### config.mk
export PLATFORM = sky130hd
export DESIGN_NAME = priority_decoder
export DESIGN_NICKNAME = d
export VERILOG_FILES = /design/src/rtl/priority_decoder.sv
export SDC_FILE = /design/constraint.sdc
export NUM_CORES = 1
export LEC_CHECK = 0
export BUFFER_PORTS_ARGS = -buffer_cell sky130_fd_sc_hd__buf_2
export CAP_MARGIN = 20
export CORE_MARGIN = 2
export CORE_UTILIZATION = 35
export CTS_BUF_LIST = sky130_fd_sc_hd__clkbuf_8
export CTS_CLUSTER_SIZE = 24
export DETAILED_ROUTE_END_ITERATION = 10
export GPL_ROUTABILITY_DRIVEN = 0
export PLACE_DENSITY = 0.57
export SYNTH_ARGS = -nofsm -noshare
export SYNTH_HDL_FRONTEND = slang
export SYNTH_SLANG_ARGS = --single-unit
### constraint.sdc
create_clock -name clk -period 1.7 [get_ports clk]
set_input_delay 0.255 -clock clk [delete_from_list [all_inputs] [get_ports clk]]
set_output_delay 0.255 -clock clk [all_outputs]
set_load 0.02 [all_outputs]
### src/rtl/priority_decoder.sv
// Binary index to one-hot decoder with a valid/ready input handshake.
// Each accepted in-range code drives its line for HOLD cycles, then releases it.
module priority_decoder #(
  parameter int unsigned N_OUT = 8,
  parameter int unsigned W     = 3,
  parameter int unsigned HOLD  = 4
) (
  input  logic             clk,
  input  logic             rst_n,
  input  logic             en,
  input  logic             in_valid,
  output logic             in_ready,
  input  logic [W-1:0]     code,
  output logic [N_OUT-1:0] q,
  output logic             q_valid,
  output logic             err
);

  localparam int unsigned CW      = $clog2(HOLD + 1);
  localparam logic [CW-1:0] CntInit = CW'(HOLD - 1);
  localparam logic [W:0]    NOut    = (W + 1)'(N_OUT);

  typedef enum logic [0:0] {StIdle, StDrive} state_e;

  state_e           state_q, state_d;
  logic [CW-1:0]    cnt_q, cnt_d;
  logic [N_OUT-1:0] q_q, q_d;
  logic             err_q, err_d;
  logic             accept;
  logic             in_range;
  logic [N_OUT-1:0] onehot;

  // Gated by rst_n so the source sees not-ready while reset is held.
  assign in_ready = rst_n & en & (state_q == StIdle);
  assign accept   = in_valid & in_ready;
  assign in_range = {1'b0, code} < NOut;

  always_comb begin
    onehot = '0;
    for (int unsigned i = 0; i < N_OUT; i++) begin
      onehot[i] = (code == W'(i));
    end
  end

  always_comb begin
    state_d = state_q;
    cnt_d   = cnt_q;
    q_d     = q_q;
    err_d   = 1'b0;
    unique case (state_q)
      StIdle: begin
        if (accept) begin
          if (in_range) begin
            state_d = StDrive;
            q_d     = onehot;
            cnt_d   = CntInit;
          end else begin
            err_d = 1'b1;
          end
        end
      end
      StDrive: begin
        if (!en || (cnt_q == '0)) begin
          state_d = StIdle;
          q_d     = '0;
          cnt_d   = '0;
        end else begin
          cnt_d = cnt_q - CW'(1);
        end
      end
      default: begin
        state_d = StIdle;
        q_d     = '0;
        cnt_d   = '0;
      end
    endcase
  end

  always_ff @(posedge clk or negedge rst_n) begin
    if (!rst_n) begin
      state_q <= StIdle;
      cnt_q   <= '0;
      q_q     <= '0;
      err_q   <= 1'b0;
    end else begin
      state_q <= state_d;
      cnt_q   <= cnt_d;
      q_q     <= q_d;
      err_q   <= err_d;
    end
  end

  assign q       = q_q;
  assign q_valid = (state_q == StDrive);
  assign err     = err_q;

endmodule
==> impl_metrics.py, run 1 <==
metrics = {
    "outcome": {
        "status": "finished, final reports clean",
    },
    "yosys": {
        "netlist_area_um2": 561,
        "synth_flop_cell": "dfrtp_1",
        "syn_nets": 59,
        "netlist_top_cells_area": "dfrtp_1, o2bb2ai_1, a32o_1, ha_1, nand2_1",
        "synth_edf_count": 0,
        "yosys.area.top_type": "dfrtp_1",
        "synth.most_common_cell": "dfrtp_1",
        "ys_ff_latch": 12,
        "ys_seq_area_frac": 0.536,
        "async_reset_ff_frac": 1.00,
        "synth.distinct_cells": 20,
        "syn-instance-count": 50,
        "synthTopCellsByCount": "dfrtp_1, nand2_1, inv_1, o2bb2ai_1, a32o_1",
        "syn_area_per_cell_um2": 11.2,
        "yosysWarnings": 0,
        "yosysTopAreaCellShare": 0.536,
    },
    "global_routing": {
        "track_usage": 0.129,
        "gr-total-overflow": 0,
        "antenna_found_initial": 0,
        "grt_pass1_wl_um": 1710,
        "grt_max_degree": 14,
        "grt_pass1_vias": 389,
    },
    "final_layout": {
        "multi_input_area_um2": 234,
        "utilization": 0.474,
        "seqCellArea_um2": 300,
        "fin_nets": 81,
        "drive_gt1_frac": 0.329,
        "area_growth_pct": 27.5,
        "fillers": 142,
        "diodes": 0,
    },
    "drt": {
        "vias_per_cell": 4.78,
        "ant_nets": 0,
        "routedWlPerCell_um": 12.2,
        "num_vias": 411,
        "drt_pass1_iterations": 4,
        "drt_iter0_drc": 9,
        "remaining_drc_errors": 0,
        "drt-total-wl_um": 1050,
    },
    "worst_setup_path": {
        "worst_setup_path_end_kind": "output port",
        "slowest_stage": "dlygate4sd3_1",
        "critPathKind": "input port to output port",
        "crit_required_ns": 1.44,
        "critical_path.max_stage_delay_ns": 0.53,
        "worst_ep_arrival_time_ns": 1.34,
        "critPathMaxFanout": 13,
        "start_kind": "input port",
        "cp_top_family": "buffers and inverters",
        "cp_cell_sequence": "dlygate4sd3_1 -> clkbuf_4 -> and3b_1 -> buf_2",
        "crit_buf_inv": 3,
    },
    "sta": {
        "fin_skew_ns": 0.00413,
        "whs_ns": 0.299,
        "hold_viol": 0,
        "rsz0062_at_grt": "false",
        "period_needed_ns": 1.60,
        "fmax_ghz": 0.625,
        "setup_viol": 0,
        "slew_viol_final": 0,
        "fin_tns_setup_ns": 0,
        "timing.final.crit_share": 0.940,
    },
    "die": {
        "die_area_mm2": 0.00194,
        "start_util": 0.372,
        "die_width_um": 44.0,
        "std_cell_rows": 14,
        "coreArea_mm2": 0.00151,
        "die_y_um": 44.0,
        "ios": 18,
    },
    "clock_tree": {
        "cts-root-buf": "clkbuf_8",
        "cts_buffer_depth": 2,
        "cts.htree.levels": 1,
        "cts_tree": "yes",
        "cts_sinks": 12,
        "clkTransAtPathRegs_ns": 0.05,
        "post_cts_buffers": 0,
        "cts_buffers": 3,
        "insertion_delay_ns": 0.24,
    },
    "power_and_ir_drop": {
        "p_leak_nw": 0.374,
        "p_per_area_mw_per_mm2": 1100,
        "ir_drop_mv": 0.482,
    },
    "placement": {
        "dp_hpwl_um": 798,
        "port_buffers": 16,
    },
    "hold_path": {
        "hold_path_class": "input port to flip-flop",
    },
    "run": {
        "drv_cap": 0,
    },
}
==> metrics by stage <==
| step | instance area, µm² | std cells | worst slack (ns) | total power, W |
|---|---|---|---|---|
| floorplan | 561 | 50 | 0.490 | 0.000487 |
| global placement | 661 | 82 | 0.420 | 0.000544 |
| detailed placement | 661 | 82 | 0.393 | 0.000542 |
| CTS | 712 | 86 | 0.0534 | 0.000801 |
| global route | 714 | 86 | 0.0429 | 0.000850 |
| finish | 714 | 86 | 0.101 | 0.000789 |
==> sequential cells by signal, indices dropped and copies added, names as in the netlist <==
register  flops
q             8
cnt_q         3
q_valid       1
==> cells by family after synthesis <==
| logic type | Yosys count | share of synthesized area |
|---|---|---|
| compound gates | 16 | 0.239 |
| fa+ha+maj | 2 | 0.0446 |
| buf+inv | 6 | 0.0469 |
| flops | 12 | 0.536 |
| other cells | 1 | 0.00669 |
| simple gates | 13 | 0.127 |
==> power by group <==
part | total [W] | leakage (nW) | internal (W) | switching [W]
clock | 0.000250 | 0.0216 | 0.000155 | 0.0000947
sequential | 0.000350 | 0.161 | 0.000325 | 0.0000253
combinational | 0.000189 | 0.192 | 0.0000788 | 0.000110
total | 0.000789 | 0.374 | 0.000559 | 0.000230
==> what timing repair did <==
item | 4_1_cts | 5_1_grt
endpoints found under the hold margin | 7 | 0
hold buffers | 1 | 0
gates resized for setup | 0 | 1
endpoints found under the setup margin | 0 | 1
==> cell usage in the layout, fill, tap and decap left out, drive strengths merged, types with 2 or more instances in the layout <==
cell type,Yosys,final
nand2,6,6
dfrtp,12,12
a31oi,2,2
or2,2,2
clkbuf,0,4
inv,5,5
buf,1,16
o22ai,2,2
o2bb2ai,5,5
a32o,4,4
ha,2,2
==> worst min-delay path, cell delays in order <==
cell       delay [ns]
buf_2            0.12
nand2_1          0.06
o2bb2ai_1        0.06
==> worst paths after layout <==
| check | from | end | slack [ns] | cells past startpoint |
|---|---|---|---|---|
| max | rst_n | in_ready | 0.10 | 4 |
| min | code[0] | q[3] | 0.30 | 3 |
| max reg2reg | cnt_q[0] | q[5] | 0.39 | 5 |
| min reg2reg | q[7] | q[7] | 0.48 | 1 |
| max in group asynchronous | rst_n | cnt_q[2] | 0.98 | 3 |
| min in group asynchronous | rst_n | q[3] | 0.42 | 2 |
==> layout make-up <==
cell class / count / share of cell area
Inverter: 5 / 0.0263
Timing Repair Buffer: 18 / 0.140
Multi-Input combinational cell: 32 / 0.327
Clock buffer: 3 / 0.0578
Tap cell: 16 / 0.0280
Sequential cell: 12 / 0.420
==> routing by layer <==
layer  GRT usage  share of wire
met1       0.167           0.54
met2       0.174           0.41
met3      0.0531          0.047
met4      0.0909         0.0085
met5           0              0
(Power assumes the default switching activity.)
==> run 2, diff against run 1 <==
RECOVER_POWER = 50   (was not set)
==> impl_metrics.py, run 2 (synthesized netlist as in run 1, its figures left out) <==
metrics = {
    "final_layout": {
        "final_common_cell": "dfrtp_1",
        "fin_area_um2": 704,
        "final_cell_mix": "dfrtp_1, buf_2, nand2_1, clkbuf_1",
        "fin_nets": 81,
        "drive_gt1_frac": 0.243,
        "diodes": 0,
        "largest_reg_flops": 8,
        "area_growth_pct": 25.7,
        "utilization": 0.468,
        "fillers": 142,
        "final_cell_count_no_fill": 86,
    },
    "sta": {
        "whs_ns": 0.296,
        "rsz0062_at_grt": "false",
        "period_needed_ns": 1.60,
        "hold_viol": 0,
        "slew_viol_final": 0,
        "fmax_ghz": 0.626,
        "setup_viol": 0,
        "fin_skew_ns": 0.00515,
        "fin_tns_setup_ns": 0,
        "timing.final.crit_share": 0.940,
    },
    "drt": {
        "drt_iter0_drc": 10,
        "routedWlPerCell_um": 12.3,
        "num_vias": 417,
        "drt-total-wl_um": 1060,
        "drt_pass1_iterations": 4,
        "remaining_drc_errors": 0,
        "vias_per_cell": 4.85,
        "ant_nets": 0,
    },
    "die": {
        "coreArea_mm2": 0.00151,
        "die_area_mm2": 0.00194,
        "die_width_um": 44.0,
        "die_y_um": 44.0,
        "std_cell_rows": 14,
        "start_util": 0.372,
        "ios": 18,
    },
    "outcome": {
        "status": "finished, final reports clean",
    },
    "worst_setup_path": {
        "worst_ep_arrival_time_ns": 1.34,
        "start_kind": "input port",
        "critPathMaxFanout": 13,
        "worst_setup_path_end_kind": "output port",
        "critPathKind": "input port to output port",
        "crit_required_ns": 1.44,
    },
    "global_routing": {
        "grt_pass1_wl_um": 1710,
        "grt_pass1_vias": 389,
        "track_usage": 0.129,
        "gr-total-overflow": 0,
        "antenna_found_initial": 0,
        "grt_max_degree": 14,
    },
    "clock_tree": {
        "cts-root-buf": "clkbuf_8",
        "insertion_delay_ns": 0.24,
        "cts_buffers": 3,
        "clkTransAtPathRegs_ns": 0.05,
        "post_cts_buffers": 0,
        "cts.htree.levels": 1,
        "cts_tree": "yes",
        "cts_sinks": 12,
        "cts_buffer_depth": 2,
    },
    "hold_path": {
        "hold_path_class": "input port to flip-flop",
    },
    "placement": {
        "dp_hpwl_um": 798,
        "placed_area_um2": 661,
        "place_inst": 82,
        "port_buffers": 16,
    },
    "run": {
        "drv_cap": 0,
    },
    "power_and_ir_drop": {
        "p_leak_nw": 0.349,
        "ir_drop_mv": 0.478,
        "p_per_area_mw_per_mm2": 1120,
    },
}
[run 2: cell types whose count changed in the layout (fill, tap and decap cells not counted)]
cell      before  now
clkbuf_1       0    6
buf_2         15   10
buf_4          1    0
[run 2: area by class of cell]
type,instances,area (µm²),share of cell area
tap,16,20.0,0.0284
timing repair buffer,18,90.1,0.128
inverter,5,18.8,0.0266
multi-input combinational,32,234,0.332
sequential,12,300,0.426
clock buffer,3,41.3,0.0586
[run 2: path summary, 6_finish.rpt]
check,cells past startpoint,start,slack (ns),end
max in group asynchronous,3,rst_n,0.84,cnt_q[2]
worst min-delay path,3,code[0],0.30,q[3]
worst max-delay path,4,rst_n,0.10,in_ready
min in group asynchronous,2,rst_n,0.42,q[3]
worst max register to register,5,cnt_q[0],0.39,q[5]
worst min register to register,1,q[7],0.48,q[7]
[run 2: where the power goes]
part / switching, W / leakage [nW] / internal (W) / total, W
clock network: 0.0000958 / 0.0216 / 0.000155 / 0.000251
logic: 0.000110 / 0.167 / 0.0000757 / 0.000186
registers: 0.0000256 / 0.161 / 0.000325 / 0.000351
total: 0.000231 / 0.349 / 0.000556 / 0.000788
[run 2: metal layers]
layer,wire [µm],GRT usage,up-vias
li1,-,-,223
met1,556,0.167,179
met2,433,0.174,13
met3,60,0.0531,2
met4,9,0.0909,0
met5,0,0,-
[run 2: repair_timing]
action                                  4_1_cts  5_1_grt
gates resized for setup                       0        1
endpoints found under the setup margin        0        1
endpoints found under the hold margin         7        0
hold buffers                                  1        0
[run 2: worst max-delay path, stage by stage]
cell	delay, ns
dlygate4sd3_1	0.53
clkbuf_4	0.21
and3b_1	0.19
buf_2	0.15
[run 2: through the flow]
step	total power, W	setup slack, ns
4_1_cts	0.000801	0.0534
3_5_place_dp	0.000542	0.393
6_report	0.000788	0.102
3_3_place_gp	0.000544	0.420
2_1_floorplan	0.000487	0.490
5_1_grt	0.000847	0.0432
==> run 3, diff against run 2 <==
CORE_UTILIZATION = 38   (was 35)
PLACE_DENSITY = 0.61   (was 0.57)
==> impl_metrics.py, run 3 (synthesized netlist as in run 1, its figures left out) <==
metrics = {
    "outcome": {
        "status": "finished, final reports clean",
    },
    "sta": {
        "rsz0062_at_grt": "false",
        "timing.final.crit_share": 0.942,
        "worst_slack_ns": 0.0993,
        "fin_skew_ns": 0.00704,
        "hold_viol": 0,
        "setup_viol": 0,
        "fin_tns_setup_ns": 0,
        "period_needed_ns": 1.60,
        "slew_viol_final": 0,
        "fmax_ghz": 0.625,
    },
    "global_routing": {
        "gr-total-overflow": 0,
        "grt_pass1_vias": 380,
        "track_usage": 0.139,
        "grt_max_degree": 12,
        "antenna_found_initial": 0,
        "grt_pass1_wl_um": 1750,
    },
    "placement": {
        "dp_hpwl_um": 786,
        "dp_slack_ns": 0.392,
        "place_inst": 81,
        "port_buffers": 16,
    },
    "die": {
        "std_cell_rows": 13,
        "coreArea_mm2": 0.00133,
        "die_width_um": 42.4,
        "ios": 18,
        "die_area_mm2": 0.00180,
        "die_y_um": 42.4,
        "start_util": 0.420,
    },
    "final_layout": {
        "final_common_cell": "dfrtp_1",
        "largest_reg_flops": 8,
        "diodes": 0,
        "drive_gt1_frac": 0.243,
        "final_cell_count_no_fill": 85,
        "area_growth_pct": 25.0,
        "fillers": 131,
        "fin_nets": 81,
        "final_cell_mix": "dfrtp_1, buf_2, nand2_1, clkbuf_1",
    },
    "clock_tree": {
        "post_cts_resized": 0,
        "cts_sinks": 12,
        "cts_buffer_depth": 2,
        "cts.htree.levels": 1,
        "insertion_delay_ns": 0.24,
        "cts-root-buf": "clkbuf_8",
        "post_cts_buffers": 0,
        "cts_buffers": 3,
        "hold_buffers": 1,
        "clkTransAtPathRegs_ns": 0.04,
        "cts_tree": "yes",
    },
    "worst_setup_path": {
        "critPathKind": "input port to output port",
        "start_kind": "input port",
        "crit_required_ns": 1.44,
        "critPathMaxFanout": 11,
        "worst_setup_path_end_kind": "output port",
        "worst_ep_arrival_time_ns": 1.35,
    },
    "power_and_ir_drop": {
        "p_int_w": 0.000555,
        "p_leak_nw": 0.349,
        "pwr-share-comb": 0.237,
        "sequentialPowerShare": 0.449,
        "p_per_area_mw_per_mm2": 1110,
        "switchingPower_w": 0.000225,
        "pwr-share-clk": 0.313,
        "ir_drop_mv": 0.481,
        "sw_frac_of_total": 0.289,
    },
    "drt": {
        "vias_per_cell": 5.09,
        "remaining_drc_errors": 0,
        "ant_nets": 0,
        "drt-total-wl_um": 1030,
        "drt_pass1_iterations": 4,
        "drt_iter0_drc": 15,
        "routedWlPerCell_um": 12.1,
        "num_vias": 433,
    },
    "run": {
        "drv_cap": 0,
    },
    "hold_path": {
        "hold_path_class": "input port to flip-flop",
    },
}
## run 3: cell types whose count changed in the layout (fill, tap and decap cells not counted), sizes merged
| cell | before | now |
|---|---|---|
| buf | 10 | 11 |
| clkbuf | 10 | 9 |
## run 3: metal layers
| layer | track usage | up-vias | routed length (µm) |
|---|---|---|---|
| met5 | 0 | - | 0 |
| met4 | 0.0750 | 0 | 12 |
| met3 | 0.0690 | 2 | 50 |
| met2 | 0.154 | 11 | 408 |
| met1 | 0.208 | 192 | 554 |
| li1 | - | 228 | - |
## run 3: layout make-up
class                      count  area (µm²)  area share
tap                           15        18.8      0.0268
clock buffer                   3        41.3      0.0589
sequential                    12         300       0.429
timing repair buffer          18        87.6       0.125
multi-input combinational     32         234       0.334
inverter                       5        18.8      0.0268
## run 3: critical path, stage by stage
cell           delay, ns
dlygate4sd3_1       0.52
buf_2               0.23
and3b_1             0.18
buf_2               0.15
## run 3: final timing paths
kind / end / from / slack [ns] / cells after the start
max in group asynchronous: cnt_q[0] / rst_n / 0.74 / 3
hold reg to reg: q[3] / q[3] / 0.48 / 1
setup / recovery: in_ready / rst_n / 0.1 / 4
setup reg to reg: q[4] / cnt_q[0] / 0.39 / 5
min in group asynchronous: q_valid / rst_n / 0.41 / 2
hold / removal: q[3] / code[0] / 0.32 / 3
## run 3: power groups by stage
stage                     registers [W]  clock network (W)  logic (W)
after detailed placement       0.000355                  0   0.000187
final                          0.000351           0.000245   0.000185
after CTS                      0.000350           0.000259   0.000190
after global routing           0.000357           0.000272   0.000213
after floorplan                0.000369                  0   0.000118
after global placement         0.000353                  0   0.000190
## run 3: through the flow
step / utilization / total power, W / cell area (µm²) / hold WS, ns
after detailed placement: 0.494 / 0.000543 / 659 / 0.119
after CTS: 0.533 / 0.000800 / 711 / 0.306
after global routing: 0.525 / 0.000843 / 701 / 0.322
after floorplan: - / 0.000487 / 561 / -0.0406
after global placement: 0.494 / 0.000543 / 659 / 0.116
final: 0.525 / 0.000781 / 701 / 0.315
